<file path="config.mk">
export PLATFORM = sky130hd
export DESIGN_NAME = vga_sync_rx
export DESIGN_NICKNAME = d
export VERILOG_FILES = /design/src/rtl/vga_sync_rx.sv
export SDC_FILE = /design/constraint.sdc
export NUM_CORES = 1
export LEC_CHECK = 0
export CORE_MARGIN = 5
export CORE_UTILIZATION = 41
export CTS_CLUSTER_DIAMETER = 30
export DETAILED_ROUTE_END_ITERATION = 16
export SYNTH_ARGS = -nofsm -noshare
export SYNTH_HDL_FRONTEND = slang
export SYNTH_SLANG_ARGS = --single-unit
</file>
<file path="constraint.sdc">
create_clock -name dclk -period 9.5 [get_ports dclk]
set_clock_uncertainty 0.1 [all_clocks]
set_input_delay 1.9 -clock dclk [delete_from_list [all_inputs] [get_ports dclk]]
set_output_delay 1.9 -clock dclk [all_outputs]
set_load 0.02 [all_outputs]
</file>
<file path="src/rtl/vga_sync_rx.sv">
// VGA timing receiver: samples active-low hsync/vsync and 3-bit RGB on the
// pixel clock, recovers pixel coordinates and data-enable, checks the raster
// against nominal timing, locks after consecutive clean frames and sums the
// active pixels of each locked frame.
module vga_sync_rx #(
    parameter int HPIXELS     = 800,
    parameter int VLINES      = 521,
    parameter int HPULSE      = 96,
    parameter int VPULSE      = 2,
    parameter int HBP         = 144,
    parameter int HFP         = 784,
    parameter int VBP         = 31,
    parameter int VFP         = 511,
    parameter int LOCK_FRAMES = 2
) (
    input  logic        dclk,
    input  logic        clr,
    input  logic        hsync,
    input  logic        vsync,
    input  logic [2:0]  red,
    input  logic [2:0]  green,
    input  logic [2:0]  blue,
    input  logic        err_clr,
    output logic        locked,
    output logic        de,
    output logic [9:0]  x,
    output logic [9:0]  y,
    output logic [2:0]  pix_r,
    output logic [2:0]  pix_g,
    output logic [2:0]  pix_b,
    output logic        frame_start,
    output logic [15:0] frame_sum,
    output logic        err_hlen,
    output logic        err_vlen,
    output logic        err_hpulse,
    output logic        err_vpulse
);

    typedef enum logic [1:0] {SEARCH, MEASURE, LOCKED} state_t;

    // Typed copies of the raster parameters so every compare is width-matched.
    // Line/frame lengths are 11 bits because a saturated 10-bit counter plus
    // one must still compare unequal to the nominal length.
    localparam logic [10:0] HPIX_C  = 11'(HPIXELS);
    localparam logic [10:0] VLIN_C  = 11'(VLINES);
    localparam logic [9:0]  HPUL_C  = 10'(HPULSE);
    localparam logic [9:0]  VPUL_C  = 10'(VPULSE);
    localparam logic [9:0]  VPUL1_C = 10'(VPULSE + 1);
    localparam logic [9:0]  HBP_C   = 10'(HBP);
    localparam logic [9:0]  HFP_C   = 10'(HFP);
    localparam logic [9:0]  VBP_C   = 10'(VBP);
    localparam logic [9:0]  VFP_C   = 10'(VFP);
    localparam logic [7:0]  LOCK_C  = 8'(LOCK_FRAMES);
    localparam logic [9:0]  SAT_C   = 10'h3FF;

    // Error flag bit order: 0 hlen, 1 vlen, 2 hpulse, 3 vpulse.
    localparam int E_HLEN   = 0;
    localparam int E_VLEN   = 1;
    localparam int E_HPULSE = 2;
    localparam int E_VPULSE = 3;

    state_t      state_q, state_d;
    logic [7:0]  good_q, good_d;
    logic        hs_q, vs_q, vs_d;
    logic [9:0]  pos_q, pos_d;
    logic [9:0]  line_q, line_d;
    logic        locked_q, locked_d;
    logic        de_q, de_d;
    logic [9:0]  x_q, x_d, y_q, y_d;
    logic [2:0]  pr_q, pr_d, pg_q, pg_d, pb_q, pb_d;
    logic        fs_q;
    logic [15:0] sum_q, sum_d, acc_q, acc_d;
    logic [3:0]  err_q, err_d, err_now;

    logic        h_edge, h_rise, v_edge, v_rise, checking, fail;
    logic [10:0] hlen_len, vlen_len;
    logic [4:0]  rgb_sum;

    // Edge detection, position tracking and the timing checks for the
    // current input sample. vsync is only looked at on line starts, so its
    // previous-value register advances once per h_edge.
    always_comb begin
        h_edge   = hs_q & ~hsync;
        h_rise   = ~hs_q & hsync;
        v_edge   = h_edge & vs_q & ~vsync;
        v_rise   = h_edge & ~vs_q & vsync;
        vs_d     = h_edge ? vsync : vs_q;

        pos_d    = pos_q;
        if (h_edge) begin
            pos_d = '0;
        end else if (pos_q != SAT_C) begin
            pos_d = pos_q + 10'd1;
        end

        line_d   = line_q;
        if (v_edge) begin
            line_d = '0;
        end else if (h_edge && line_q != SAT_C) begin
            line_d = line_q + 10'd1;
        end

        checking = (state_q != SEARCH);
        hlen_len = {1'b0, pos_q} + 11'd1;
        vlen_len = {1'b0, line_q} + 11'd1;

        err_now           = '0;
        err_now[E_HLEN]   = checking & h_edge & (hlen_len != HPIX_C);
        err_now[E_VLEN]   = checking & v_edge & (vlen_len != VLIN_C);
        err_now[E_HPULSE] = checking & ((h_rise & (pos_d != HPUL_C)) |
                                        (~hsync & (pos_d == HPUL_C)));
        err_now[E_VPULSE] = checking & ((v_rise & (line_d != VPUL_C)) |
                                        (h_edge & ~vsync & (line_d == VPUL1_C)));
        fail              = |err_now;
    end

    // Sticky flags: a new error this cycle beats a simultaneous clear.
    generate
        for (genvar gi = 0; gi < 4; gi++) begin : g_err
            assign err_d[gi] = err_now[gi] | (err_q[gi] & ~err_clr);
        end
    endgenerate

    // Lock state machine: next state and good-frame counter.
    always_comb begin
        state_d = state_q;
        good_d  = good_q;
        case (state_q)
            SEARCH: begin
                if (v_edge) begin
                    state_d = MEASURE;
                    good_d  = '0;
                end
            end
            MEASURE: begin
                if (fail) begin
                    state_d = SEARCH;
                end else if (v_edge) begin
                    good_d = good_q + 8'd1;
                    if (good_q + 8'd1 == LOCK_C) begin
                        state_d = LOCKED;
                    end
                end
            end
            LOCKED: begin
                if (fail) begin
                    state_d = SEARCH;
                end
            end
            default: begin
                state_d = SEARCH;
            end
        endcase
        locked_d = (state_d == LOCKED);
    end

    // Active-video decode, pixel outputs and frame checksum accumulation.
    always_comb begin
        de_d    = (state_q == LOCKED) &
                  (pos_d >= HBP_C) & (pos_d < HFP_C) &
                  (line_d >= VBP_C) & (line_d < VFP_C);
        x_d     = de_d ? (pos_d - HBP_C) : '0;
        y_d     = de_d ? (line_d - VBP_C) : '0;
        pr_d    = de_d ? red   : '0;
        pg_d    = de_d ? green : '0;
        pb_d    = de_d ? blue  : '0;
        rgb_sum = {2'b00, red} + {2'b00, green} + {2'b00, blue};

        acc_d   = acc_q;
        sum_d   = sum_q;
        if (state_q == SEARCH) begin
            acc_d = '0;
        end else if (state_q == LOCKED && v_edge) begin
            sum_d = acc_q;
            acc_d = '0;
        end else if (de_d) begin
            acc_d = acc_q + {11'd0, rgb_sum};
        end
    end

    // State register and all output/datapath registers.
    always_ff @(posedge dclk) begin
        if (clr) begin
            state_q  <= SEARCH;
            good_q   <= '0;
            hs_q     <= 1'b1;
            vs_q     <= 1'b1;
            pos_q    <= '0;
            line_q   <= '0;
            locked_q <= 1'b0;
            de_q     <= 1'b0;
            x_q      <= '0;
            y_q      <= '0;
            pr_q     <= '0;
            pg_q     <= '0;
            pb_q     <= '0;
            fs_q     <= 1'b0;
            sum_q    <= '0;
            acc_q    <= '0;
            err_q    <= '0;
        end else begin
            state_q  <= state_d;
            good_q   <= good_d;
            hs_q     <= hsync;
            vs_q     <= vs_d;
            pos_q    <= pos_d;
            line_q   <= line_d;
            locked_q <= locked_d;
            de_q     <= de_d;
            x_q      <= x_d;
            y_q      <= y_d;
            pr_q     <= pr_d;
            pg_q     <= pg_d;
            pb_q     <= pb_d;
            fs_q     <= v_edge;
            sum_q    <= sum_d;
            acc_q    <= acc_d;
            err_q    <= err_d;
        end
    end

    assign locked      = locked_q;
    assign de          = de_q;
    assign x           = x_q;
    assign y           = y_q;
    assign pix_r       = pr_q;
    assign pix_g       = pg_q;
    assign pix_b       = pb_q;
    assign frame_start = fs_q;
    assign frame_sum   = sum_q;
    assign err_hlen    = err_q[E_HLEN];
    assign err_vlen    = err_q[E_VLEN];
    assign err_hpulse  = err_q[E_HPULSE];
    assign err_vpulse  = err_q[E_VPULSE];

endmodule

</file>
==> results.sh <==
export IMPL_outcome="complete, no violations"
export IMPL_nNetsFinal=687
export IMPL_fin_crit_sh_pct=63.07
export IMPL_hold_viol=0
export IMPL_synthCells=616
export IMPL_powerDensity_mw_per_mm2=137.6
export IMPL_leakagePower_nw=2.261
export IMPL_port_buffers=65
export IMPL_syn_cell_area_sq_mm=0.005220
export IMPL_cp_data_arrival_time_ns=6.19
export IMPL_cts_clk_slew_worst_paths_ns=0.07
export IMPL_initial_utilization_pct=41.53
export IMPL_cp_required_ns=9.70
export IMPL_ys_types=71
export IMPL_hold_worst_slack_ns=0.3582
export IMPL_yosys_warnings=0
export IMPL_fmax_mhz=166.9
export IMPL_die_w_microns=122.8
export IMPL_grt_pass1_wl_mm=21.55
export IMPL_postSynth_asyncResetShare_pct=0
export IMPL_mostFrequentLayoutCells="dfxtp_1 (100), nand2_1 (68), clkdlybuf4s50_1 (64)"
export IMPL_synth_ff_type="dfxtp_1"
export IMPL_die_area_sq_mm=0.01509
export IMPL_core_area_sq_mm=0.01257
export IMPL_clock_latency_ns=0.35
export IMPL_wire_per_inst_microns=16.01
export IMPL_drt_iter0_drc=405
export IMPL_fin_crit_ns=5.992
export IMPL_ant_nets=0
export IMPL_routed_via_density=5.576
export IMPL_cts_tree="yes"
export IMPL_rsz0062_at_grt="no"
export IMPL_routabilityCongestion=0.9263
export IMPL_worstSetupPathType="primary input to flip-flop"
export IMPL_cts_buffers=9
export IMPL_cap_violations=0
export IMPL_cts_repair_resized=0
export IMPL_dr_pass1_iters=5
export IMPL_grt_start_max_net_pins=59
export IMPL_fin_cells=828
export IMPL_fin_ws_ns=3.508
export IMPL_cp_max_fo=20
export IMPL_htreeDepth=3
export IMPL_avgSynthCellArea_sq_um=8.474
export IMPL_ioPinCount=66
export IMPL_dpl_cell_count=812
export IMPL_ys_ff_latch=100
export IMPL_synthToLayoutAreaGrowth_pct=18.12
export IMPL_num_rows=41
export IMPL_chipHeight_microns=122.8
export IMPL_synth_edf_count=0
export IMPL_yosysSeqAreaShare_pct=38.35
export IMPL_drc_errors=0
export IMPL_dp_final_hpwl_mm=9.711
export IMPL_tightest_slew_ns=0.8850
export IMPL_antenna_found_initial=0
export IMPL_grt_pass1_vias=4277
export IMPL_place_ws_ns=3.184
export IMPL_synth_fp_nets=652
export IMPL_max_clock_path_buffers=2
export IMPL_maxSlewHeadroom_pct=40.88
export IMPL_post_cts_buffers=0
export IMPL_antenna_cells=0
export IMPL_mostFrequentLayoutCell="dfxtp_1"
export IMPL_finalPower_uw=848.5
export IMPL_layout_drive_gt1_share_pct=4.726
export IMPL_vias=4617
export IMPL_numClockSinks=100
export IMPL_setup_viol=0
export IMPL_grt_ovfl_total=0
export IMPL_tns_ns=0
export IMPL_grt_use_total_pct=18.03
export IMPL_drt_wl_total_mm=13.25
export IMPL_hold_buffers=0
export IMPL_hp_class="flip-flop to flip-flop"
export IMPL_clockRootBuffer="clkbuf_16"
export IMPL_ir_drop_uv=88.14
export IMPL_crit_path_end_kind="flip-flop"
export IMPL_maxSlewViolCount=0
export IMPL_crit_path_start_kind="primary input"
## layer usage
layer  vias to the layer above  global-route usage, %  share of wire (%)
met2                       152                  27.37                 45
met1                      2179                  25.06                 47
li1                       2264                      -                  -
met3                        22                  3.410                6.0
met4                         0                  7.558                2.0
met5                         -                      0                  0
## power breakdown
group | internal [mW] | switching, mW
clock | 0.206 | 0.158
sequential | 0.422 | 0.00434
combinational | 0.0234 | 0.0349
total | 0.651 | 0.198
## critical path, stage by stage
cell and delay, ns:
clkdlybuf4s50_1 0.52, nand2b_1 0.46, nor2_2 0.73, nor2_1 0.19, ha_1 0.30, nand4_1 0.17, o31ai_2 0.14, nor3_4 0.75
nand2b_1 0.61, clkinv_2 0.26, o211a_1 0.16
## stage by stage
step	utilization, %	cell area [sq um]
floorplan	-	5220
global placement	46.78	5879
detailed placement	46.78	5879
CTS	49.06	6166
global route	49.06	6166
finish	49.06	6166
## cell families after synthesis
group / after synthesis / synth area share, %
AO/OA/AOI/OAI: 124 / 16.28
adder cells (fa/ha/maj): 22 / 6.136
XOR/XNOR: 22 / 3.691
multiplexers: 11 / 2.109
flip-flops: 100 / 38.35
buffers and inverters: 58 / 5.177
AND/OR/NAND/NOR: 279 / 28.26
## flip-flops by register name, summed over array words and instances, names as in the netlist, 4 cells and up
signal / count
good_q: 8
x: 10
pos_q: 10
frame_sum: 16
err_q: 4
y: 10
acc_q: 16
line_q: 10
## cell type report
type | instances | area [sq um]
timing repair buffer | 66 | 653.1
clock inverter | 3 | 46.29
sequential | 100 | 2002
fill | 1224 | 6402
clock buffer | 13 | 240.2
inverter | 16 | 61.31
multi-input combinational | 458 | 2948
tap | 172 | 215.2
## worst paths after layout
kind / start / to / slack (ns) / cells after the start
max: hsync / x[7] / 3.51 / 11
min: frame_sum[3] / frame_sum[3] / 0.36 / 2
max reg2reg: pos_q[0] / x[7] / 4.77 / 12
min reg2reg: frame_sum[3] / frame_sum[3] / 0.36 / 2
## synthesized netlist by cell type (15+ instances only)
master	number	area, sq um
nand2b_1	17	106.4
a21oi_1	41	205.2
o21ai_0	15	75.07
nand2_1	68	255.2
inv_1	15	56.30
clkbuf_1	22	82.58
dfxtp_1	100	2002
xnor2_1	18	157.7
nor2_1	58	217.7
a31oi_1	17	106.4
nor2b_1	15	93.84
ha_1	16	200.2
nand3_1	17	85.08
and3_1	15	93.84
(Power assumes the default switching activity.)
